### src/rtl/id_issue_queue.sv
// rtl/id_issue_queue.sv - in-order decode-to-issue queue; optional stall counter under ID_ISSUE_QUEUE_STALL_CNT_EN
package id_issue_queue_pkg;
  typedef struct packed {
    logic [31:0] pc;
    logic [7:0]  op;
    logic [4:0]  rd;
    logic [4:0]  rs1;
    logic [4:0]  rs2;
  } scoreboard_entry_t;
endpackage

module id_issue_queue
  import id_issue_queue_pkg::*;
#(
  parameter int DEPTH = 4
) (
  input  logic                     clk_i,
  input  logic                     rst_i,
  input  logic                     flush_i,
  input  scoreboard_entry_t        in_instr_i,
  input  logic                     in_is_ctrl_flow_i,
  input  logic                     in_valid_i,
  output logic                     in_ready_o,
  output scoreboard_entry_t        out_instr_o,
  output logic                     out_is_ctrl_flow_o,
  output logic                     out_valid_o,
  input  logic                     out_ack_i,
  output logic [$clog2(DEPTH):0]   count_o
`ifdef ID_ISSUE_QUEUE_STALL_CNT_EN
  ,
  output logic [31:0]              stall_cnt_o
`endif
);

  localparam int PW = $clog2(DEPTH);
  localparam int CW = PW + 1;

  // Payload storage carries no reset; only the occupancy bookkeeping does.
  scoreboard_entry_t instr_mem [DEPTH];
  logic [DEPTH-1:0]  ctrl_mem;

  logic [PW-1:0] rd_ptr;
  logic [PW-1:0] wr_ptr;
  logic [CW-1:0] count;
  logic          push;
  logic          pop;

  // Handshake flags depend only on registered occupancy, so ready never
  // looks at the consumer's ack and the head is never bypassed from input.
  assign in_ready_o         = (count < CW'(DEPTH));
  assign out_valid_o        = (count != '0);
  assign out_instr_o        = instr_mem[rd_ptr];
  assign out_is_ctrl_flow_o = ctrl_mem[rd_ptr];
  assign count_o            = count;

  assign push = in_valid_i && in_ready_o && !flush_i;
  assign pop  = out_valid_o && out_ack_i && !flush_i;

  // Write the offered entry into the tail slot on an accepted push.
  always_ff @(posedge clk_i) begin
    if (push) begin
      instr_mem[wr_ptr] <= in_instr_i;
      ctrl_mem[wr_ptr]  <= in_is_ctrl_flow_i;
    end
  end

  // Pointer and occupancy tracking; flush outranks push and pop.
  // Pointers are exactly PW bits wide so DEPTH-1 + 1 wraps to 0.
  always_ff @(posedge clk_i or posedge rst_i) begin
    if (rst_i) begin
      rd_ptr <= '0;
      wr_ptr <= '0;
      count  <= '0;
    end else if (flush_i) begin
      rd_ptr <= '0;
      wr_ptr <= '0;
      count  <= '0;
    end else begin
      if (push) wr_ptr <= wr_ptr + 1'b1;
      if (pop)  rd_ptr <= rd_ptr + 1'b1;
      case ({push, pop})
        2'b10:   count <= count + 1'b1;
        2'b01:   count <= count - 1'b1;
        default: count <= count;
      endcase
    end
  end

`ifdef ID_ISSUE_QUEUE_STALL_CNT_EN
  // Count cycles the decoder was held off by a full queue; survives flush,
  // saturates rather than wrapping.
  always_ff @(posedge clk_i or posedge rst_i) begin
    if (rst_i) begin
      stall_cnt_o <= '0;
    end else if (in_valid_i && !in_ready_o && (stall_cnt_o != 32'hFFFF_FFFF)) begin
      stall_cnt_o <= stall_cnt_o + 32'd1;
    end
  end
`endif

endmodule

### config.mk
export PLATFORM = sky130hd
export DESIGN_NAME = id_issue_queue
export DESIGN_NICKNAME = d
export VERILOG_FILES = /design/src/rtl/id_issue_queue.sv
export SDC_FILE = /design/constraint.sdc
export NUM_CORES = 1
export LEC_CHECK = 0
export CAP_MARGIN = 20
export CORE_MARGIN = 2
export CORE_UTILIZATION = 45
export CTS_CLUSTER_DIAMETER = 80
export CTS_CLUSTER_SIZE = 10
export DETAILED_ROUTE_END_ITERATION = 12
export GPL_TIMING_DRIVEN = 0
export HOLD_SLACK_MARGIN = 0.12
export PLACE_DENSITY = 0.7
export SLEW_MARGIN = 20
export SYNTH_ARGS = -nofsm -noshare
export SYNTH_HDL_FRONTEND = slang
export SYNTH_SLANG_ARGS = --single-unit
### constraint.sdc
create_clock -name clk_i -period 2.8 [get_ports clk_i]
set_clock_uncertainty 0.2 [all_clocks]
set_input_delay 0.42 -clock clk_i [delete_from_list [all_inputs] [get_ports clk_i]]
set_output_delay 0.42 -clock clk_i [all_outputs]
set_load 0.05 [all_outputs]
# Yosys cells after proc, flatten, opt, wreduce, memory -nomap -nowiden
# Memories as Yosys holds them, arrays and structs flattened.
# Cells that the tools add are included.
[totals]
ram_bits = 220
wordCells = 38
inputBits = 61
ff_bits = 11
output_inout_bits = 61
n_memories = 1
[memory_table]
columns = ["name", "words", "word_bits", "read_ports", "rd_clocked_by_memory_dff", "write_ports", "line", "rtl"]
rows = [
  ["instr_mem", 4, 55, 1, 0, 1, "39", "scoreboard_entry_t instr_mem [DEPTH];"],
]
[op_classes]
n_eq_ne = 2
magnitude_cmp = 4
mux = 13
addsub = 4
n_reduce_logical = 10
[op_table]
columns = ["op", "n"]
rows = [
  ["2-to-1 mux 2 bit", 4],
  ["less-than comparator 2 x 3 -> 1 bit, second input constant", 2],
  ["one-hot mux 3 bit (2 select lines)", 1],
  ["nonzero test 3 bit", 2],
  ["logical AND 1 bit", 5],
  ["adder 2 x 1 -> 2 bit, second input constant", 2],
  ["bitwise mux 4 bit", 1],
  ["2-to-1 mux 1 bit", 4],
  ["nonzero test 2 bit", 2],
  ["adder 3 x 1 -> 3 bit, second input constant", 1],
  ["less-than comparator 3 bit, second input constant", 1],
  ["2-to-1 mux 3 bit", 1],
  ["subtractor 3 x 1 -> 3 bit, second input constant", 1],
  ["binary-select mux 1 bit (select 2 bit)", 1],
  ["demux 1 bit (select 2 bit)", 1],
  ["equality test 2 x 1 -> 1 bit, second input constant", 1],
  ["equality test 2 bit, second input constant", 1],
  [">= comparator 2 x 1 -> 1 bit, second input constant", 1],
  ["logical NOT 1 bit", 1],
]

# Logic depth before layout (Yosys ltp)
[logic_depth]
depth_word = 6
depth_mapped = 9
ltp_nobuf = 8

# Worst setup path before layout
# No wires, ideal clock.
[synth_path]
path_kind = "register to register"
startpoint = "register count[2], in the netlist count_o[2]"
endpoint = "register ctrl_mem[0] (enable)"
stages_incl_launch_ff = 5
arrival_time_ns = 2.520
path_slack_ns = -0.340
setup_time_ns = 0.420
t_required_ns = 2.180
n_path_buf = 1
period_less_slack_ns = 3.140
path_cell_list = "dfrtp_1 nor2b_1 buf_2 nor2b_1 and2_1"
[synth_between]
elab_chain_cells = 3
[synth_rtl]
columns = ["item", "line", "rtl"]
rows = [
  ["start: declaration", "44", "logic [CW-1:0] count;"],
  ["start signal: assignment", "82", "2'b10: count <= count + 1'b1;"],
  ["start signal: assignment", "83", "2'b01: count <= count - 1'b1;"],
  ["start signal: assignment", "84", "default: count <= count;"],
  ["less-than comparator 3 bit", "50", "assign in_ready_o = (count < CW'(DEPTH));"],
  ["logical AND 1 bit (2 in a row)", "56", "assign push = in_valid_i && in_ready_o && !flush_i;"],
  ["end signal: indexed assignment", "63", "ctrl_mem[wr_ptr] <= in_is_ctrl_flow_i;"],
  ["end: declaration", "40", "logic [DEPTH-1:0] ctrl_mem;"],
]
# No other way between the ends.
# A chain may end at the register's enable or synchronous reset.

==> results.py <==
metrics = {
    "run_status": {
        "status": "finished, final reports clean",
    },
    "power_and_ir_drop": {
        "p_int_mw": 6.309,
        "p_sw_mw": 2.201,
        "p_seq_share_pct": 46.6,
        "peakVddDrop_v": 0.0005245,
        "power.density_mw_per_mm2": 778.2,
        "combPwrFrac_pct": 18.1,
        "swShare_pct": 25.86,
        "pwr-share-clk_pct": 35.3,
        "leakage_nw": 3.556,
    },
    "worst_setup_path": {
        "endpoint_kind": "output pin",
        "crit_slowest_cell": "mux4_2",
        "crit_fanout": 10,
        "critPathRequiredTime_ns": 2.18,
        "arrival_ns": 2.10,
        "path_cells": "buf_6 -> buf_12 -> mux4_2 -> dlygate4sd2_1",
        "reg2reg_slack_ns": 0.33,
        "start_kind": "flip-flop",
        "path_delay_family": "buffers and inverters",
        "critPathMaxStageDelay_ns": 0.52,
        "cp_num_buf_inv": 3,
        "critical_path_class": "reg -> out",
    },
    "floorplanning": {
        "placementRows": 50,
        "die_w_um": 142.5,
        "die_area_mm2": 0.02031,
        "core-area_mm2": 0.01877,
        "io_pins": 122,
        "die_y_um": 142.5,
        "initial_core_util_pct": 46.01,
    },
    "job": {
        "drv_cap": 0,
    },
    "sta": {
        "drv_slew": 0,
        "finalSetupViolCount": 0,
        "worst_pin_slew_ns": 0.4997,
        "fin_crit_sh_pct": 97.27,
        "period_needed_ns": 2.723,
        "rsz0062_at_grt": "true",
        "slew_headroom_pct": 66.58,
        "setup_ws_ns": 0.07656,
        "hold_viol_final": 0,
        "whs_ns": 0.3414,
        "max_freq_mhz": 367.2,
    },
    "synth": {
        "ys_ff_latch": 231,
        "seq_area_frac_synth_pct": 79.93,
        "synthCells": 353,
        "syn_nets": 419,
        "synthesis.area_mm2": 0.008635,
        "yosys.cell_types.count": 28,
        "synth_area_per_cell_um2": 24.46,
        "yosysWarnings": 0,
    },
    "routing": {
        "vias_per_cell": 5.220,
        "avgRoutedWirePerCell_um": 20.11,
        "drt_wl_total_um": 15320,
        "postRouteAntennaNets": 0,
        "route.detailed.drc": 0,
        "first_pass_iters": 4,
        "via_count": 3978,
        "drt-initial-drc-count": 236,
    },
    "global_route": {
        "grtUsageTotal_pct": 15.47,
        "grt_pass1_vias": 4392,
        "grt_max_degree": 31,
        "gr-total-overflow": 0,
        "grt_pass1_wl_um": 23800,
        "antenna_found_initial": 0,
    },
    "layout": {
        "syn2layout_area_growth_pct": 26.65,
        "antenna_cells": 0,
        "final_nets": 574,
        "ff_latch_area_mm2": 0.006902,
        "drive_gt1_share_pct": 31.25,
        "fillers": 1385,
        "multiInputGateArea_mm2": 0.001588,
        "instances_no_fill": 762,
    },
    "cts": {
        "cts_buffer_depth": 3,
        "htree_levels": 1,
        "cts_buffers": 27,
        "clock_latency_ns": 0.50,
        "root_buffer": "clkbuf_16",
        "path_clk_slew_ns": 0.05,
        "cts_tree": "done",
        "clock_sinks": 231,
    },
    "place": {
        "dp_slack_ns": -0.2050,
        "dpl.hpwl_um": 9494,
        "gp_congestion": 0.7253,
        "port_buffers": 120,
        "placed_cells": 711,
    },
    "min_path": {
        "hold_path_class": "in -> reg",
    },
}
==> registers in the layout (all words and copies together) (netlist names) <==
register,flops
wr_ptr,2
rd_ptr,2
instr_mem,220
count_o,3
ctrl_mem,4
==> cell usage after synthesis <==
cell      number  area (um2)
dfrtp_1        7       175.2
mux2i_1        2       20.02
nor4_1         1       6.260
fa_1           1       20.02
a21o_1         1       7.510
ha_1           4       50.05
mux4_2        56        1261
xnor2_1        2       17.52
nand2b_1       2       12.51
xor2_1         2       17.52
buf_12         3       60.06
nand2_1        3       11.26
and2_1         4       25.02
or3_4          1       11.26
buf_6          1       11.26
a221oi_2       1       15.01
nor2_1         7       26.28
nor3_1         1       5.000
a21oi_1        4       20.02
nor2b_1        2       12.51
buf_4          3       22.52
o21ai_0        3       15.01
a221oi_1       1       8.760
edfxtp_1     224        6726
nand3_1        3       15.01
inv_1          4       15.01
clkbuf_1       3       11.26
buf_2          7       35.03
==> metrics by stage <==
stage	area, um2	power [mW]	utilization [%]	TNS, ns
2_1_floorplan	8640	5.128	-	0
4_1_cts	10950	8.609	58.35	0
6_report	10940	8.510	58.27	0
3_3_place_gp	10130	5.643	53.99	-144.65
3_5_place_dp	10220	5.679	54.45	-22.89
5_1_grt	10940	8.829	58.27	-0.007226
==> cells in the final DEF, fill, tap and decap left out, types with 3 or more instances in the layout <==
cell type / instances
buf_2: 21
clkbuf_16: 27
mux4_2: 56
nand3_1: 3
dfrtp_1: 7
clkdlybuf4s15_2: 30
clkbuf_1: 22
buf_4: 3
nor2_1: 7
clkdlybuf4s50_1: 63
ha_1: 4
inv_1: 4
and2_4: 4
a21oi_1: 4
clkbuf_2: 9
nand2_1: 3
edfxtp_1: 224
buf_6: 4
buf_12: 7
o21ai_0: 3
==> power by group through the flow <==
stage	Combinational (mW)	Sequential [mW]	Clock (mW)
3_3_place_gp	1.61	4.03	0
2_1_floorplan	1.08	4.04	0
3_5_place_dp	1.65	4.03	0
5_1_grt	1.63	3.97	3.23
4_1_cts	1.57	3.96	3.08
6_report	1.54	3.96	3.01
==> worst paths after layout <==
kind                                    start              end  cells after the start
worst max register to register     count_o[0]       count_o[2]                      9
min in group asynchronous               rst_i        wr_ptr[0]                      3
worst min-delay path            in_instr_i[6]  instr_mem[3][6]                      1
worst max-delay path                rd_ptr[0]  out_instr_o[34]                      4
max in group asynchronous               rst_i        wr_ptr[1]                      3
worst min register to register      wr_ptr[0]        wr_ptr[0]                      2
==> cell type report <==
| class | instances | area share, % |
|---|---|---|
| inverters | 4 | 0.1373 |
| clock inverters | 1 | 0.08009 |
| repair buffers | 126 | 11.08 |
| flip-flops and latches | 231 | 63.11 |
| well taps | 234 | 2.677 |
| plain buffers | 17 | 1.499 |
| clock buffers | 48 | 6.899 |
| multi-input cells | 101 | 14.52 |
==> kinds of logic (layout without fill, tap and decap cells) <==
family / after synthesis / count (layout) / synth area share [%]
flip-flops: 231 / 231 / 79.93
multiplexers: 58 / 58 / 14.84
AND/OR/NAND/NOR: 24 / 24 / 1.449
buffers and inverters: 21 / 196 / 1.797
AO/OA/AOI/OAI: 10 / 10 / 0.7680
adder cells (fa/ha/maj): 5 / 5 / 0.8115
XOR/XNOR: 4 / 4 / 0.4058
==> layer usage <==
layer / share of wire, % / vias to the layer above / routed length (um) / track usage (%)
met5: 0 / - / 0 / 0
met4: 1.4 / 0 / 221 / 3.960
met3: 5.1 / 18 / 784 / 3.297
met2: 52 / 106 / 7968 / 27.00
met1: 41 / 2053 / 6350 / 19.93
li1: - / 1801 / - / -
==> what timing repair did <==
item / 4_1_cts / 5_1_grt
hold endpoints to repair: 11 / 0
gates resized for setup: 195 / 17
setup endpoints to repair: 57 / 28
gates cloned: 0 / 0
setup buffers: 0 / 0
hold buffers: 2 / 0
No activity file was read; power rests on OpenSTA's default activity.
